--- src/rtl/decode_stage_if.sv ---
// Handshake and field bundle between fetch, decode_stage and the register file / ALU side.
// master drives the upstream fields, writeback retire and downstream ready; slave is the stage.
interface decode_stage_if #(
    parameter int unsigned NREGS  = 16,
    parameter int unsigned IMM_W  = 8,
    parameter int unsigned DATA_W = 16
);
    localparam int unsigned REG_W = $clog2(NREGS);

    logic              in_valid;
    logic              in_ready;
    logic [REG_W-1:0]  rsrc_in;
    logic [REG_W-1:0]  rdst_in;
    logic [IMM_W-1:0]  imm_in;
    logic [3:0]        flag_type;
    logic [1:0]        imm_mode;
    logic              wr_done_valid;
    logic [REG_W-1:0]  wr_done_idx;
    logic              out_valid;
    logic              out_ready;
    logic [REG_W:0]    rsrc_sel;
    logic [REG_W:0]    rdst_sel;
    logic [NREGS-1:0]  rdst_wen;
    logic [DATA_W-1:0] imm_out;
    logic              stall_hazard;
    logic [NREGS-1:0]  pending;

    modport master (
        output in_valid, rsrc_in, rdst_in, imm_in, flag_type, imm_mode,
        output wr_done_valid, wr_done_idx, out_ready,
        input  in_ready, out_valid, rsrc_sel, rdst_sel, rdst_wen, imm_out,
        input  stall_hazard, pending
    );

    modport slave (
        input  in_valid, rsrc_in, rdst_in, imm_in, flag_type, imm_mode,
        input  wr_done_valid, wr_done_idx, out_ready,
        output in_ready, out_valid, rsrc_sel, rdst_sel, rdst_wen, imm_out,
        output stall_hazard, pending
    );
endinterface

--- src/rtl/decode_stage.sv ---
// Registered decode stage: turns raw fields into read selects, a one-hot write enable and an
// extended immediate, stalling on reads or writes of registers with an outstanding write.
module decode_stage #(
    parameter int unsigned NREGS  = 16,
    parameter int unsigned IMM_W  = 8,
    parameter int unsigned DATA_W = 16
) (
    input logic           clk,
    input logic           rst_n,
    decode_stage_if.slave bus
);
    localparam int unsigned REG_W = $clog2(NREGS);

    logic              out_valid_q, out_valid_d;
    logic [REG_W:0]    rsrc_sel_q, rsrc_sel_d;
    logic [REG_W:0]    rdst_sel_q, rdst_sel_d;
    logic [NREGS-1:0]  rdst_wen_q, rdst_wen_d;
    logic [DATA_W-1:0] imm_q, imm_d;
    logic [NREGS-1:0]  pending_q, pending_d;

    logic [NREGS-1:0]  clear_mask, set_mask, eff_pending, dst_onehot;
    logic              nowrite, stall, ready, accept;
    logic [DATA_W-1:0] imm_ext;

    // A retire in the same cycle already frees its register for the hazard check.
    always_comb begin
        nowrite    = (bus.flag_type == 4'b1000) || (bus.flag_type == 4'b1100);
        dst_onehot = '0;
        dst_onehot[bus.rdst_in] = 1'b1;
        clear_mask = '0;
        if (bus.wr_done_valid) begin
            clear_mask[bus.wr_done_idx] = 1'b1;
        end
        eff_pending = pending_q & ~clear_mask;
        stall       = bus.in_valid & (eff_pending[bus.rsrc_in] | eff_pending[bus.rdst_in]);
        ready       = ~stall & (~out_valid_q | bus.out_ready);
        accept      = bus.in_valid & ready;
        set_mask    = (accept && !nowrite) ? dst_onehot : '0;
        pending_d   = (pending_q & ~clear_mask) | set_mask;
    end

    always_comb begin
        case (bus.imm_mode)
            2'b01:   imm_ext = {{(DATA_W-IMM_W){1'b0}}, bus.imm_in};
            2'b10:   imm_ext = {bus.imm_in, {(DATA_W-IMM_W){1'b0}}};
            default: imm_ext = {{(DATA_W-IMM_W){bus.imm_in[IMM_W-1]}}, bus.imm_in};
        endcase
    end

    always_comb begin
        out_valid_d = out_valid_q;
        rsrc_sel_d  = rsrc_sel_q;
        rdst_sel_d  = rdst_sel_q;
        rdst_wen_d  = rdst_wen_q;
        imm_d       = imm_q;
        if (accept) begin
            out_valid_d = 1'b1;
            rsrc_sel_d  = {1'b0, bus.rsrc_in} + (REG_W+1)'(1);
            rdst_sel_d  = nowrite ? '0 : {1'b0, bus.rdst_in} + (REG_W+1)'(1);
            rdst_wen_d  = nowrite ? '0 : dst_onehot;
            imm_d       = imm_ext;
        end else if (bus.out_ready) begin
            out_valid_d = 1'b0;
        end
    end

    always_ff @(posedge clk or negedge rst_n) begin
        if (!rst_n) begin
            out_valid_q <= 1'b0;
            rsrc_sel_q  <= '0;
            rdst_sel_q  <= '0;
            rdst_wen_q  <= '0;
            imm_q       <= '0;
            pending_q   <= '0;
        end else begin
            out_valid_q <= out_valid_d;
            rsrc_sel_q  <= rsrc_sel_d;
            rdst_sel_q  <= rdst_sel_d;
            rdst_wen_q  <= rdst_wen_d;
            imm_q       <= imm_d;
            pending_q   <= pending_d;
        end
    end

    assign bus.in_ready     = ready;
    assign bus.stall_hazard = stall;
    assign bus.out_valid    = out_valid_q;
    assign bus.rsrc_sel     = rsrc_sel_q;
    assign bus.rdst_sel     = rdst_sel_q;
    assign bus.rdst_wen     = rdst_wen_q;
    assign bus.imm_out      = imm_q;
    assign bus.pending      = pending_q;
endmodule
--- src/flat_wrapper.sv ---
// flat-port wrapper written by rule: the top's interface ports become plain ports
module decode_stage_flat 
#(
    parameter int unsigned NREGS  = 16,
    parameter int unsigned IMM_W  = 8,
    parameter int unsigned DATA_W = 16
)
  (clk, rst_n, bus_in_valid, bus_rsrc_in, bus_rdst_in, bus_imm_in, bus_flag_type, bus_imm_mode, bus_wr_done_valid, bus_wr_done_idx, bus_out_ready, bus_in_ready, bus_out_valid, bus_rsrc_sel, bus_rdst_sel, bus_rdst_wen, bus_imm_out, bus_stall_hazard, bus_pending);
  decode_stage_if #(.NREGS(NREGS), .IMM_W(IMM_W), .DATA_W(DATA_W)) bus_i ();
  input logic clk;
  input logic rst_n;
  input wire logic [$bits(bus_i.in_valid)-1:0] bus_in_valid;
  input wire logic [$bits(bus_i.rsrc_in)-1:0] bus_rsrc_in;
  input wire logic [$bits(bus_i.rdst_in)-1:0] bus_rdst_in;
  input wire logic [$bits(bus_i.imm_in)-1:0] bus_imm_in;
  input wire logic [$bits(bus_i.flag_type)-1:0] bus_flag_type;
  input wire logic [$bits(bus_i.imm_mode)-1:0] bus_imm_mode;
  input wire logic [$bits(bus_i.wr_done_valid)-1:0] bus_wr_done_valid;
  input wire logic [$bits(bus_i.wr_done_idx)-1:0] bus_wr_done_idx;
  input wire logic [$bits(bus_i.out_ready)-1:0] bus_out_ready;
  output wire logic [$bits(bus_i.in_ready)-1:0] bus_in_ready;
  output wire logic [$bits(bus_i.out_valid)-1:0] bus_out_valid;
  output wire logic [$bits(bus_i.rsrc_sel)-1:0] bus_rsrc_sel;
  output wire logic [$bits(bus_i.rdst_sel)-1:0] bus_rdst_sel;
  output wire logic [$bits(bus_i.rdst_wen)-1:0] bus_rdst_wen;
  output wire logic [$bits(bus_i.imm_out)-1:0] bus_imm_out;
  output wire logic [$bits(bus_i.stall_hazard)-1:0] bus_stall_hazard;
  output wire logic [$bits(bus_i.pending)-1:0] bus_pending;
  assign bus_i.in_valid = bus_in_valid;
  assign bus_i.rsrc_in = bus_rsrc_in;
  assign bus_i.rdst_in = bus_rdst_in;
  assign bus_i.imm_in = bus_imm_in;
  assign bus_i.flag_type = bus_flag_type;
  assign bus_i.imm_mode = bus_imm_mode;
  assign bus_i.wr_done_valid = bus_wr_done_valid;
  assign bus_i.wr_done_idx = bus_wr_done_idx;
  assign bus_i.out_ready = bus_out_ready;
  assign bus_in_ready = bus_i.in_ready;
  assign bus_out_valid = bus_i.out_valid;
  assign bus_rsrc_sel = bus_i.rsrc_sel;
  assign bus_rdst_sel = bus_i.rdst_sel;
  assign bus_rdst_wen = bus_i.rdst_wen;
  assign bus_imm_out = bus_i.imm_out;
  assign bus_stall_hazard = bus_i.stall_hazard;
  assign bus_pending = bus_i.pending;
  decode_stage #(.NREGS(NREGS), .IMM_W(IMM_W), .DATA_W(DATA_W)) u_core (.clk(clk), .rst_n(rst_n), .bus(bus_i));
endmodule
--- config.mk ---
export PLATFORM = sky130hd
export DESIGN_NAME = decode_stage_flat
export DESIGN_NICKNAME = d
export VERILOG_FILES = /design/src/rtl/decode_stage_if.sv /design/src/rtl/decode_stage.sv /design/src/flat_wrapper.sv
export SDC_FILE = /design/constraint.sdc
export NUM_CORES = 1
export LEC_CHECK = 0
export CORE_MARGIN = 2
export CORE_UTILIZATION = 35
export DETAILED_ROUTE_END_ITERATION = 10
export DONT_BUFFER_PORTS = 1
export GPL_TIMING_DRIVEN = 0
export PLACE_DENSITY_LB_ADDON = 0.3
export SLEW_MARGIN = 30
export SYNTH_ARGS = -nofsm -noshare
export SYNTH_HDL_FRONTEND = slang
export SYNTH_SLANG_ARGS = --single-unit
--- constraint.sdc ---
create_clock -name clk -period 3 [get_ports clk]
set_clock_uncertainty 0.1 [all_clocks]
set_input_delay 0.45 -clock clk [delete_from_list [all_inputs] [get_ports clk]]
set_output_delay 0.45 -clock clk [all_outputs]
set_load 0.01 [all_outputs]
==> impl_metrics.toml <==
[yosys]
post-synth-top-count-cell = "dfrtp_1"
ys.flop_type = "dfrtp_1"
yosysSeqAreaShare_pct = 47.4
synth_common_cells = "dfrtp_1 (58), o21ai_0 (30), nand3_1 (27)"
ys_types = 38
yosys.area.top_type = "dfrtp_1"
synthesis.area_um2 = 3060
synth.avg_cell_area_um2 = 11.4
synth_top_area_share_pct = 47.4
synth_warnings = 0
synth-seq-cells = 58
synth_cells = 268
synth_edf_count = 0
synthArstFlopShare_pct = 100
syn_nets = 306
synth_top_cells_by_area = "dfrtp_1 (47%), o2bb2ai_2 (9.8%), o21ai_0 (4.9%)"

[routing]
first_pass_iters = 4
wl_um = 8040
post_drt_wl_per_cell_um = 20.4
vias_per_cell = 5.71
route.detailed.drc = 0
postRouteAntennaNets = 0
drtIter0Drc = 80
vias = 2257

[setup_path]
critPathArrivalTime_ns = 2.35
cp-start-kind = "input pin"
critical_path_class = "in2out"
worstPathMaxFanout = 10
cp.required_ns = 2.45
endpoint_kind = "output port"

[layout]
antennaDiodeCount = 0
areaGrowthSynthToFinish_pct = 12.3
nets = 320
drive_gt1_share_pct = 20.9
design_area_um2 = 3440
nFillCells = 837

[grt]
overflow = 0
antenna_found_initial = 0
grt_util_all_layers_pct = 17.0
grt_pass1_wl_um = 12900
first_global_vias = 2325
grt_max_degree = 59

[min_path]
hold_class = "in2reg"

[floorplanning]
initial_core_util_pct = 35.6
die_y_um = 97.5
ios = 92
rows = 34
coreArea_um2 = 8590
die_x_um = 97.5
die_area_um2 = 9510

[clocking]
clk_pin_slew_ns = 0.07
insertion_delay_ns = 0.33
clock-sinks = 58
numCtsBuffers = 9
cts_tree = "done"
clockBufferDepth = 2
cts_htree_levels = 3
cts-root-buf = "clkbuf_8"

[placed_design]
port_buffers = 0
place.gp.congestion = 0.834
dp_slack_ns = -0.0953
dpl.hpwl_um = 5990
dpl_cell_area_um2 = 3200

[power]
ir_drop_mv = 0.203
p_per_area_nw_per_um2 = 693
finalPower_w = 0.00238
p_leak_nw = 1.40

[timing]
tightest_slew_ns = 0.502
rsz0062_at_grt = "false"
timing.final.ws_setup_ns = 0.104
hold_viol_final = 0
relSlewSlack_pct = 66.1
finalCritPeriodShare_pct = 96.5
finalCriticalPeriod_ns = 2.90
setup_viol = 0
fmax_mhz = 345
drv_slew = 0

[job]
cap_violations = 0

[status]
status = "finished, final reports clean"
[metal layers]
| metal | wire length [µm] | vias up | share of wire, % | track usage, % |
|---|---|---|---|---|
| met4 | 111 | 0 | 1.4 | 6.09 |
| met3 | 660 | 9 | 8.2 | 6.19 |
| met1 | 3580 | 1143 | 45 | 22.8 |
| met2 | 3690 | 68 | 46 | 25.4 |
| li1 | - | 1037 | - | - |
| met5 | 0 | - | 0 | 0 |
[path summary, 6_finish.rpt]
path	cells past startpoint	slack [ns]	startpoint	to
setup / recovery	8	0.10	bus_wr_done_idx[2]	bus_in_ready
hold / removal	2	0.16	bus_in_valid	u_core.bus.out_valid
setup reg to reg	7	0.51	u_core.bus.pending[6]	u_core.bus.rdst_wen[0]
hold reg to reg	1	0.46	u_core.bus.rdst_sel[2]	u_core.bus.rdst_sel[2]
max in group asynchronous	2	1.99	rst_n	u_core.bus.rdst_wen[14]
min in group asynchronous	2	0.53	rst_n	u_core.bus.rsrc_sel[1]
[registers in the layout, summed over array words and instances (netlist names)]
register              flops
u_core.bus.out_valid      1
u_core.bus.imm_out       16
u_core.bus.pending       16
u_core.bus.rsrc_sel       5
u_core.bus.rdst_sel       5
u_core.bus.rdst_wen      15
[logic make-up (layout without fill, tap and decap cells)]
| group | Yosys count | count (layout) | share of synthesized area (%) |
|---|---|---|---|
| mux | 15 | 15 | 6.70 |
| flops | 58 | 58 | 47.4 |
| simple gates | 55 | 55 | 9.77 |
| fa+ha+maj | 7 | 7 | 2.86 |
| xor+xnor | 4 | 4 | 1.14 |
| buf+inv | 34 | 53 | 5.56 |
| compound gates | 95 | 95 | 26.6 |
[layout by cell type, fill, tap and decap left out, types with 7 or more instances in the layout]
cell	synthesis	routed
nand3_1	27	27
ha_1	7	7
a21oi_1	7	7
o211ai_1	10	10
clkbuf_1	8	10
o2bb2ai_2	20	20
clkbuf_8	0	12
inv_1	14	14
o21ai_0	30	29
dfrtp_1	58	58
mux2i_1	7	7
o2bb2ai_1	10	10
[critical path, stage by stage]
cell and delay, ns:
or3b_1 0.36, buf_2 0.16, o2111ai_1 0.20, nand4_1 0.17
a2111oi_4 0.45, o22ai_2 0.14, buf_4 0.21, a21boi_2 0.20
[layout make-up]
class | instances | area, µm² | area share, %
Clock inverter | 2 | 10.0 | 0.291
Sequential cell | 58 | 1450 | 42.2
Timing Repair Buffer | 3 | 45.0 | 1.31
Clock buffer | 14 | 173 | 5.02
Multi-Input combinational cell | 176 | 1450 | 42.2
Inverter | 15 | 56.3 | 1.64
Tap cell | 108 | 135 | 3.93
Buffer | 19 | 116 | 3.39
[timing repair]
item,4_1_cts,5_1_grt
setup buffers,0,1
hold buffers,2,0
resized for setup,3,2
endpoints found under the hold margin,58,0
pin swaps,0,3
endpoints found under the setup margin,1,2
[per-stage QoR]
stage	setup TNS (ns)	cells	hold slack, ns	util [%]
after floorplan	0	268	0.0544	-
after global placement	-0.0450	376	0.0565	37.2
after detailed placement	-0.0953	376	0.0557	37.2
after CTS	0	394	0.157	39.8
after global routing	0	395	0.170	40.0
final	0	395	0.160	40.0
[power breakdown]
| group | internal, W | total (W) | leakage [nW] | switching, W |
|---|---|---|---|---|
| logic | 0.000234 | 0.000495 | 0.541 | 0.000261 |
| registers | 0.000962 | 0.00121 | 0.759 | 0.000245 |
| clock network | 0.000366 | 0.000679 | 0.0965 | 0.000313 |
| total | 0.00156 | 0.00238 | 1.40 | 0.000819 |
(Power assumes the default switching activity.)
